### src/rtl/sched_pkg.sv
// Shared constants and FSM state encoding for the round-robin word scheduler.
package sched_pkg;

  localparam int NCH_DEF       = 16;
  localparam int W_DEF         = 16;
  localparam int SELW_DEF      = 4;
  localparam int BURST_MAX_DEF = 4;

  typedef enum logic [1:0] {
    ST_IDLE    = 2'd0,
    ST_CAPTURE = 2'd1,
    ST_HOLD    = 2'd2
  } state_e;

endpackage

### src/rtl/rr_pick.sv
// Combinational round-robin finder: first set request strictly after 'last', wrapping,
// with 'last' itself checked at lowest priority.
module rr_pick #(
  parameter int NCH  = 16,
  parameter int SELW = 4
) (
  input  logic [NCH-1:0]  req,
  input  logic [SELW-1:0] last,
  output logic            found,
  output logic [SELW-1:0] idx
);

  logic [SELW-1:0] cand;

  // Scan farthest offset first so the nearest requester after 'last' overwrites and wins.
  // NOTE: every output gets a default before the loop so no path leaves a latch behind.
  always_comb begin
    found = 1'b0;
    idx   = last;
    cand  = last;
    for (int i = NCH; i >= 1; i--) begin
      cand = last + SELW'(i);
      if (req[cand]) begin
        found = 1'b1;
        idx   = cand;
      end
    end
  end

endmodule

### src/rtl/rr_word_scheduler.sv
// Round-robin scheduler driving a 16:1 word mux, capturing the word with valid/ready and acking
// the source. Optional SCHED_BURST_EN lets a grant stream up to BURST_MAX words back to back.
module rr_word_scheduler
  import sched_pkg::*;
#(
  parameter int NCH       = NCH_DEF,
  parameter int W         = W_DEF,
`ifdef SCHED_BURST_EN
  parameter int BURST_MAX = BURST_MAX_DEF,
`endif
  parameter int SELW      = SELW_DEF
) (
  input  logic            clk,
  input  logic            rst,
  input  logic [NCH-1:0]  req,
  output logic [SELW-1:0] sel,
  input  logic [W-1:0]    mux_data,
  output logic [NCH-1:0]  ack,
  output logic [W-1:0]    out_data,
  output logic            out_valid,
  input  logic            out_ready
);

  state_e          state_q, state_d;
  logic [SELW-1:0] sel_q, sel_d;
  logic [SELW-1:0] last_q, last_d;
  logic            out_valid_q, out_valid_d;
  logic [W-1:0]    out_data_q, out_data_d;
  logic [NCH-1:0]  ack_q, ack_d;
  logic            pick_found;
  logic [SELW-1:0] pick_idx;

`ifdef SCHED_BURST_EN
  localparam int BCW = ($clog2(BURST_MAX) > 0) ? $clog2(BURST_MAX) : 1;
  logic [BCW-1:0] burst_cnt_q, burst_cnt_d;
`endif

  rr_pick #(
    .NCH  (NCH),
    .SELW (SELW)
  ) u_pick (
    .req   (req),
    .last  (last_q),
    .found (pick_found),
    .idx   (pick_idx)
  );

  always_comb begin
    state_d     = state_q;
    sel_d       = sel_q;
    last_d      = last_q;
    out_valid_d = out_valid_q;
    out_data_d  = out_data_q;
    ack_d       = '0;
`ifdef SCHED_BURST_EN
    burst_cnt_d = burst_cnt_q;
`endif
    case (state_q)
      ST_IDLE: begin
        if (pick_found) begin
          sel_d   = pick_idx;
          state_d = ST_CAPTURE;
        end
      end
      ST_CAPTURE: begin
        // A source that withdrew between grant and capture forfeits without moving the pointer.
        if (req[sel_q]) begin
          out_data_d  = mux_data;
          out_valid_d = 1'b1;
          ack_d       = {{(NCH-1){1'b0}}, 1'b1} << sel_q;
          state_d     = ST_HOLD;
        end else begin
          state_d = ST_IDLE;
        end
      end
      ST_HOLD: begin
        if (out_valid_q && out_ready) begin
          out_valid_d = 1'b0;
`ifdef SCHED_BURST_EN
          if (req[sel_q] && (burst_cnt_q < BCW'(BURST_MAX - 1))) begin
            burst_cnt_d = burst_cnt_q + 1'b1;
            state_d     = ST_CAPTURE;
          end else begin
            last_d      = sel_q;
            burst_cnt_d = '0;
            state_d     = ST_IDLE;
          end
`else
          last_d  = sel_q;
          state_d = ST_IDLE;
`endif
        end
      end
      default: state_d = ST_IDLE;
    endcase
  end

  // NOTE: state registers use non-blocking assignments so every flop samples pre-edge values.
  always_ff @(posedge clk or posedge rst) begin
    if (rst) begin
      state_q     <= ST_IDLE;
      sel_q       <= '0;
      last_q      <= SELW'(NCH - 1);
      out_valid_q <= 1'b0;
      out_data_q  <= '0;
      ack_q       <= '0;
`ifdef SCHED_BURST_EN
      burst_cnt_q <= '0;
`endif
    end else begin
      state_q     <= state_d;
      sel_q       <= sel_d;
      last_q      <= last_d;
      out_valid_q <= out_valid_d;
      out_data_q  <= out_data_d;
      ack_q       <= ack_d;
`ifdef SCHED_BURST_EN
      burst_cnt_q <= burst_cnt_d;
`endif
    end
  end

  assign sel       = sel_q;
  assign ack       = ack_q;
  assign out_data  = out_data_q;
  assign out_valid = out_valid_q;

endmodule

### config.mk
export PLATFORM = sky130hd
export DESIGN_NAME = rr_word_scheduler
export DESIGN_NICKNAME = d
export VERILOG_FILES = /design/src/rtl/sched_pkg.sv /design/src/rtl/rr_pick.sv /design/src/rtl/rr_word_scheduler.sv
export SDC_FILE = /design/constraint.sdc
export NUM_CORES = 1
export LEC_CHECK = 0
export CORE_ASPECT_RATIO = 0.9
export CORE_MARGIN = 1
export CORE_UTILIZATION = 49
export DETAILED_ROUTE_END_ITERATION = 7
export GPL_ROUTABILITY_DRIVEN = 0
export GPL_TIMING_DRIVEN = 0
export PLACE_DENSITY = 0.87
export SYNTH_ARGS = -nofsm -noshare
export SYNTH_HDL_FRONTEND = slang
export SYNTH_SLANG_ARGS = --single-unit
### constraint.sdc
create_clock -name clk -period 3.5 [get_ports clk]
set_input_delay 0.35 -clock clk [delete_from_list [all_inputs] [get_ports clk]]
set_output_delay 0.35 -clock clk [all_outputs]
set_load 0.005 [all_outputs]
==> out/metrics.csv, run 1 <==
metric,value,unit
path_max_fanout,10,
port_buffers,71,
clk_pin_slew_worst_paths,0.08,ns
cts_hold_buf,0,
clockRootBuffer,clkbuf_8,
numClockSinks,43,
synth_warnings,0,
fin_nets,538,
final_util,68.80,%
period_needed,3.472,ns
start_util,51.35,%
r2r_slack,0.03,ns
dieHeight,89.65,um
rows,31,
drtAntennaViolNets,0,
finalHoldViolations,0,
wl,13330,um
grt_pass1_wl,20160,um
netlist_instances,392,
holdWs,0.5069,ns
drtIter0Drc,571,
status,"finished, final reports clean",
tritoncts,yes,
wl_per_cell,22.36,um
seq_area_frac_synth,25.85,%
relSlewSlack,43.08,%
ys_types,74,
io_pins,72,
grt-ovfl-total,0,
firstDrtPassIters,6,
core,8145,sq um
synthTopCellsByArea,"dfrtp_1 23%, mux4_2 16%, mux2_2 8.9%",
dp_cells,562,
die_w,99.39,um
setup_violations,0,
grt_max_degree,44,
cts_buffers,5,
grt_pass1_vias,3958,
synth_commonest_cells,"45 x nand2_1, 39 x dfrtp_1, 33 x mux2_2",
syn-cell-area,4183,sq um
clockBufferDepth,2,
ys_async_sr_fraction,100.0,%
yosys.area.top_type,dfrtp_1,
cp.required,3.68,ns
vias_per_cell,6.826,
synth_edf_count,0,
n_antenna_cell,0,
antenna_found_initial,0,
worst_pin_slew,0.8480,ns
finalNonFillerCells,596,
crit_path_end_kind,flip-flop,
slew_viol_final,0,
ys_ff_latch,43,
drc,0,
grt_usage,29.62,%
hold_class,flip-flop to flip-flop,
dieArea,8910,sq um
synth_flop_cell,dfrtp_1,
maxCapViolations,0,
crit_type,flip-flop to flip-flop,
place.detailed.hpwl,9244,um
synth_top_area_share,23.33,%
vias,4068,
cp-start-kind,flip-flop,
synthesis.nets,434,
avgSynthCellArea,10.67,sq um
post-route-period-util,99.19,%
finalClockSkew,0.003843,ns
synth.most_common_cell,nand2_1,
final_layout_size_suffix_gt1_share,33.40,%
fmax,288.0,MHz
rsz0062_at_grt,yes,
clock_latency,0.29,ns
area_growth,33.98,%
cp.arrival,3.65,ns
htreeDepth,2,
[layout by cell type, fill, tap and decap left out, types with 3 or more instances in the layout]
| master | n |
|---|---|
| a21oi_1 | 18 |
| buf_4 | 28 |
| buf_6 | 3 |
| clkbuf_1 | 6 |
| clkbuf_8 | 5 |
| clkdlybuf4s50_1 | 71 |
| dfrtp_1 | 39 |
| dfstp_2 | 4 |
| ha_1 | 5 |
| inv_1 | 7 |
| mux2_2 | 31 |
| mux2_4 | 4 |
| mux2i_1 | 17 |
| mux2i_2 | 12 |
| mux2i_4 | 5 |
| mux4_1 | 3 |
| mux4_2 | 31 |
| nand2_1 | 44 |
| nand2b_1 | 6 |
| nand3_1 | 9 |
| nor2_1 | 25 |
| nor2b_1 | 4 |
| nor3_1 | 6 |
| o211ai_1 | 3 |
| o21ai_0 | 13 |
| o21ai_1 | 5 |
| o221a_2 | 3 |
| o22ai_1 | 5 |
| or3_1 | 3 |
| xnor2_1 | 3 |
| xor2_2 | 3 |
[final timing paths]
| check | start | to | cells past startpoint |
|---|---|---|---|
| worst max-delay path | last_q[2]$_DFFE_PP1P_ | sel[3]$_DFFE_PP0P_ | 11 |
| worst min-delay path | out_data[6]$_DFFE_PP0P_ | out_data[6]$_DFFE_PP0P_ | 1 |
| worst max register to register | last_q[2]$_DFFE_PP1P_ | sel[3]$_DFFE_PP0P_ | 11 |
| worst min register to register | out_data[6]$_DFFE_PP0P_ | out_data[6]$_DFFE_PP0P_ | 1 |
| max in group asynchronous | rst | ack[2]$_DFF_PP0_ | 2 |
| min in group asynchronous | rst | out_data[0]$_DFFE_PP0P_ | 2 |
[cell type report]
type / count / area (sq um)
Clock buffer: 6 / 72.57
Sequential cell: 43 / 1081
Buffer: 16 / 145.1
Clock inverter: 2 / 60.06
Fill cell: 552 / 2541
Timing Repair Buffer: 99 / 940.9
Multi-Input combinational cell: 319 / 3113
Inverter: 12 / 67.56
Tap cell: 99 / 123.9
[registers in the layout (all words and copies together), names as in the netlist]
name and cells:
out_valid 1, sel 4, last_q 4, ack 16
out_data 16, state_q 2
[through the flow]
stage	setup slack [ns]	setup TNS, ns	cell area, sq um
final	0.02829	0	5604
after global routing	-0.06746	-0.1402	5604
after floorplan	0.01705	0	4210
after global placement	-0.3996	-1.368	5045
after CTS	0.007069	0	5493
after detailed placement	-0.4916	-1.678	5045
[routing by layer]
layer / vias up / global-route usage, % / part of all wire, %
li1: 1720 / - / -
met1: 1947 / 37.59 / 37
met2: 337 / 49.94 / 48
met3: 62 / 7.430 / 12
met4: 2 / 10.96 / 3.3
met5: - / 0 / 0.20
[critical path: stages (launching register included)]
cell and delay, ns:
dfstp_2 0.57, buf_12 0.15, clkinv_4 0.11, ha_4 0.29, buf_6 0.14, mux4_2 0.53, mux4_2 0.53, nand2b_4 0.19
nor3_4 0.27, a311oi_4 0.18, or2_1 0.28, o311a_1 0.12
[cell families (layout without fill, tap and decap cells)]
| kind of cell | Yosys count | in the layout | share of synthesized area, % |
|---|---|---|---|
| mux | 103 | 103 | 37.36 |
| simple gates | 120 | 120 | 13.91 |
| buf+inv | 31 | 135 | 4.427 |
| xor+xnor | 11 | 11 | 3.291 |
| flops | 43 | 43 | 25.85 |
| fa+ha+maj | 7 | 7 | 2.094 |
| compound gates | 77 | 78 | 13.07 |
[repair_timing]
item	in CTS	in global routing
setup buffers	18	9
endpoints found under the setup margin	5	4
cloned	2	0
pin swaps	10	7
resized for setup	28	22
endpoints found under the hold margin	0	0
Power of run 1 is not shown: default switching activity piles up to over one toggle a cycle in this logic, so the estimate is an artifact.
==> run 2: changes to the inputs <==
- GPL_ROUTABILITY_DRIVEN: 0 -> unset
- SLEW_MARGIN: unset -> 20
==> out/metrics.csv, run 2 (synthesis results as in run 1) <==
metric,value,unit
grt_usage,28.58,%
r2r-start,last_q[1]$_DFFE_PP1P_,
grt-ovfl-total,0,
wl_per_cell,22.87,um
core,8145,sq um
firstDrtPassIters,6,
antenna_found_initial,0,
numClockSinks,43,
clockBufferDepth,2,
finalClockSkew,0.005949,ns
wl,13740,um
die_w,99.39,um
clockRootBuffer,clkbuf_8,
dieArea,8910,sq um
cp.required,3.68,ns
period_needed,3.592,ns
regArea,1081,sq um
status,"complete, but fails checks",
drtAntennaViolNets,0,
port_buffers,71,
crit_type,flip-flop to flip-flop,
mostFrequentLayoutCells,"71 x clkdlybuf4s50_1, 45 x nand2_1, 39 x dfrtp_1",
layout_commonest_cell,clkdlybuf4s50_1,
start_util,51.35,%
dieHeight,89.65,um
cts_hold_buf,0,
slew_viol_final,0,
cp.arrival,3.77,ns
fmax,278.4,MHz
worst_pin_slew,0.9373,ns
finalHoldViolations,0,
place.detailed.hpwl,9346,um
grt_max_degree,31,
drc,0,
vias,4069,
final_util,69.48,%
setup_ws,-0.09178,ns
rows,31,
fin_nets,543,
final_layout_size_suffix_gt1_share,33.47,%
area_growth,35.30,%
holdWs,0.3261,ns
clock_latency,0.29,ns
io_pins,72,
cp-start-kind,flip-flop,
crit_path_end_kind,flip-flop,
vias_per_cell,6.770,
path_max_fanout,8,
n_antenna_cell,0,
violations,setup timing,
drtIter0Drc,390,
cts_buffers,5,
maxCapViolations,0,
htreeDepth,2,
nFillCells,548,
grt_pass1_vias,3717,
startpoint,last_q[1]$_DFFE_PP1P_,
gp_congestion,0.9918,
tritoncts,yes,
post-route-period-util,102.6,%
clk_pin_slew_worst_paths,0.08,ns
multi_input_area,3122,sq um
setup_violations,1,
grt_pass1_wl,19540,um
relSlewSlack,37.09,%
hold_class,input pin to async pin,
rsz0062_at_grt,yes,
-- run 2: layer usage --
metal  track usage, %  part of all wire (%)
met2            47.41                    48
met5                0                     0
met1            38.94                    38
met3            4.954                    10
met4            8.690                   3.1
-- run 2: path summary, 6_finish.rpt --
path | endpoint | slack (ns) | cells past startpoint
worst max-delay path | sel[1]$_DFFE_PP0P_ | -0.09 | 13
worst min-delay path | out_data[14]$_DFFE_PP0P_ | 0.33 | 2
worst max register to register | sel[1]$_DFFE_PP0P_ | -0.09 | 13
worst min register to register | out_data[8]$_DFFE_PP0P_ | 0.51 | 1
max in group asynchronous | last_q[2]$_DFFE_PP1P_ | 2.65 | 3
min in group clk | out_data[8]$_DFFE_PP0P_ | 0.51 | 1
-- run 2: final cells by class --
cell class	instances	share of cell area (%)
clock buffers	6	1.282
repair buffers	104	17.60
plain buffers	17	3.073
inverters	12	1.371
flip-flops and latches	43	19.10
well taps	99	2.189
clock inverters	2	0.2211
multi-input cells	318	55.16
-- run 2: repair_timing --
action,4_1_cts,5_1_grt
setup endpoints to repair,5,4
resized for setup,29,27
setup buffers,15,17
cloned,0,0
pin swaps,11,17
-- run 2: through the flow --
step,area [sq um],cells,TNS (ns),setup WS [ns]
after floorplan,4210,392,0,0.01705
after global placement,5045,562,-1.858,-0.5302
after detailed placement,5065,563,-2.257,-0.6251
after CTS,5424,586,-0.02639,-0.01482
after global routing,5659,601,-0.1930,-0.08327
final,5659,601,-0.09178,-0.09178
-- run 2: worst max-delay path, cell delays in order, from the launching register on --
cell,delay (ns)
dfstp_2,0.58
buf_8,0.13
clkinv_8,0.06
ha_4,0.25
buf_12,0.16
mux2i_4,0.19
mux4_2,0.58
mux2_4,0.34
a21oi_2,0.16
a21oi_1,0.07
or3_1,0.33
a211oi_2,0.29
o21ai_1,0.11
a31o_1,0.23
Power of run 2 is left out for the same reason.
==> run 3: changes to the inputs <==
- PLACE_DENSITY: 0.87 -> 0.83
==> out/metrics.csv, run 3 (synthesis results as in run 1) <==
metric,value,unit
core,8145,sq um
worst_pin_slew,0.9182,ns
rows,31,
setup_violations,1,
rr_endpoint,sel[1]$_DFFE_PP0P_,
dieArea,8910,sq um
final_layout_size_suffix_gt1_share,34.00,%
cp.arrival,3.69,ns
start_util,51.35,%
clock_latency,0.29,ns
cp.required,3.68,ns
clockBufferDepth,2,
relSlewSlack,38.38,%
status,"complete, but fails checks",
final_util,70.05,%
tritoncts,yes,
grt_max_degree,27,
vias,4022,
grt-ovfl-total,0,
hold_class,input pin to async pin,
slowest_delay,0.60,ns
cp_cell_sequence,buf_12 -> inv_16 -> ha_4 -> buf_8 -> mux2i_2 -> mux4_2 -> mux2_4 -> a21oi_2 -> a21oi_1 -> or3_1 -> a211oi_2 -> o21ai_1 -> a31o_1,
reg2reg_depth,13,
fin_nets,544,
clk_pin_slew_worst_paths,0.08,ns
cts_hold_buf,0,
finalClockSkew,0.001894,ns
cp-start-kind,flip-flop,
drtAntennaViolNets,0,
grt_usage,28.57,%
mostFrequentLayoutCells,"71 x clkdlybuf4s50_1, 44 x nand2_1, 39 x dfrtp_1",
wl_per_cell,22.08,um
io_pins,72,
layout_commonest_cell,clkdlybuf4s50_1,
drc,0,
area_growth,36.40,%
r2r-start,last_q[0]$_DFFE_PP1P_,
n_antenna_cell,0,
firstDrtPassIters,5,
gp_congestion,1.004,
wl,13300,um
r2r_slack,-0.01,ns
slowest_stage,dfstp_2,
holdWs,0.3641,ns
clockRootBuffer,clkbuf_8,
post-route-period-util,100.3,%
numClockSinks,43,
crit_type,flip-flop to flip-flop,
antenna_found_initial,0,
violations,setup timing,
maxCapViolations,0,
drtIter0Drc,493,
slew_viol_final,0,
grt_pass1_wl,19350,um
fmax,284.9,MHz
setup_ws,-0.009715,ns
nFillCells,569,
rsz0062_at_grt,yes,
place.detailed.hpwl,9218,um
grt_pass1_vias,3615,
htreeDepth,2,
period_needed,3.510,ns
dieHeight,89.65,um
port_buffers,71,
crit_path_end_kind,flip-flop,
die_w,99.39,um
finalHoldViolations,0,
path_max_fanout,5,
vias_per_cell,6.681,
cts_buffers,5,
run 3: area by class of cell:
type | count | area, sq um | share of cell area, %
flip-flops and latches | 43 | 1081 | 18.95
plain buffers | 17 | 167.7 | 2.939
repair buffers | 104 | 1006 | 17.63
well taps | 99 | 123.9 | 2.171
clock inverters | 2 | 12.51 | 0.2193
inverters | 12 | 81.33 | 1.425
clock buffers | 6 | 72.57 | 1.272
multi-input cells | 319 | 3161 | 55.39
run 3: worst max-delay path by stage:
stage | startpoint | endpoint | slack [ns]
after floorplan | last_q[1]$_DFFE_PP1P_ | sel[3]$_DFFE_PP0P_ | 0.02
after global placement | last_q[1]$_DFFE_PP1P_ | sel[3]$_DFFE_PP0P_ | -0.45
after detailed placement | last_q[1]$_DFFE_PP1P_ | sel[3]$_DFFE_PP0P_ | -0.48
after CTS | last_q[2]$_DFFE_PP1P_ | sel[2]$_DFFE_PP0P_ | 0.00003
after global routing | last_q[0]$_DFFE_PP1P_ | sel[0]$_DFFE_PP0P_ | -0.19
final | last_q[0]$_DFFE_PP1P_ | sel[1]$_DFFE_PP0P_ | -0.01
run 3: per-stage QoR:
stage	cell area, sq um	TNS (ns)	setup slack [ns]	std cells
global route	5705	-0.3840	-0.1902	602
finish	5705	-0.009715	-0.009715	602
detailed placement	5072	-1.979	-0.4807	563
global placement	5045	-1.727	-0.4496	562
floorplan	4210	0	0.01705	392
CTS	5520	0	0.00003020	594
run 3: routing by layer:
layer / vias up / routed length, um / GRT usage, %
li1: 1740 / - / -
met1: 1967 / 5276 / 38.70
met2: 270 / 6289 / 46.59
met3: 45 / 1379 / 7.663
met4: 0 / 350 / 6.417
met5: - / 0 / 0
run 3: timing repair:
action / in CTS / in global routing
pin swaps: 11 / 13
endpoints found under the setup margin: 5 / 4
setup buffers: 21 / 10
cloned: 2 / 0
gates resized for setup: 36 / 26
run 3: worst max-delay path: cells and delay by family (launching register included):
family          cells  cell delay [ns]
flops               1             0.60
fa+ha+maj           1             0.27
mux                 3             1.04
buf+inv             3             0.33
simple gates        1             0.34
compound gates      5             0.81
Power of run 3 is left out for the same reason.
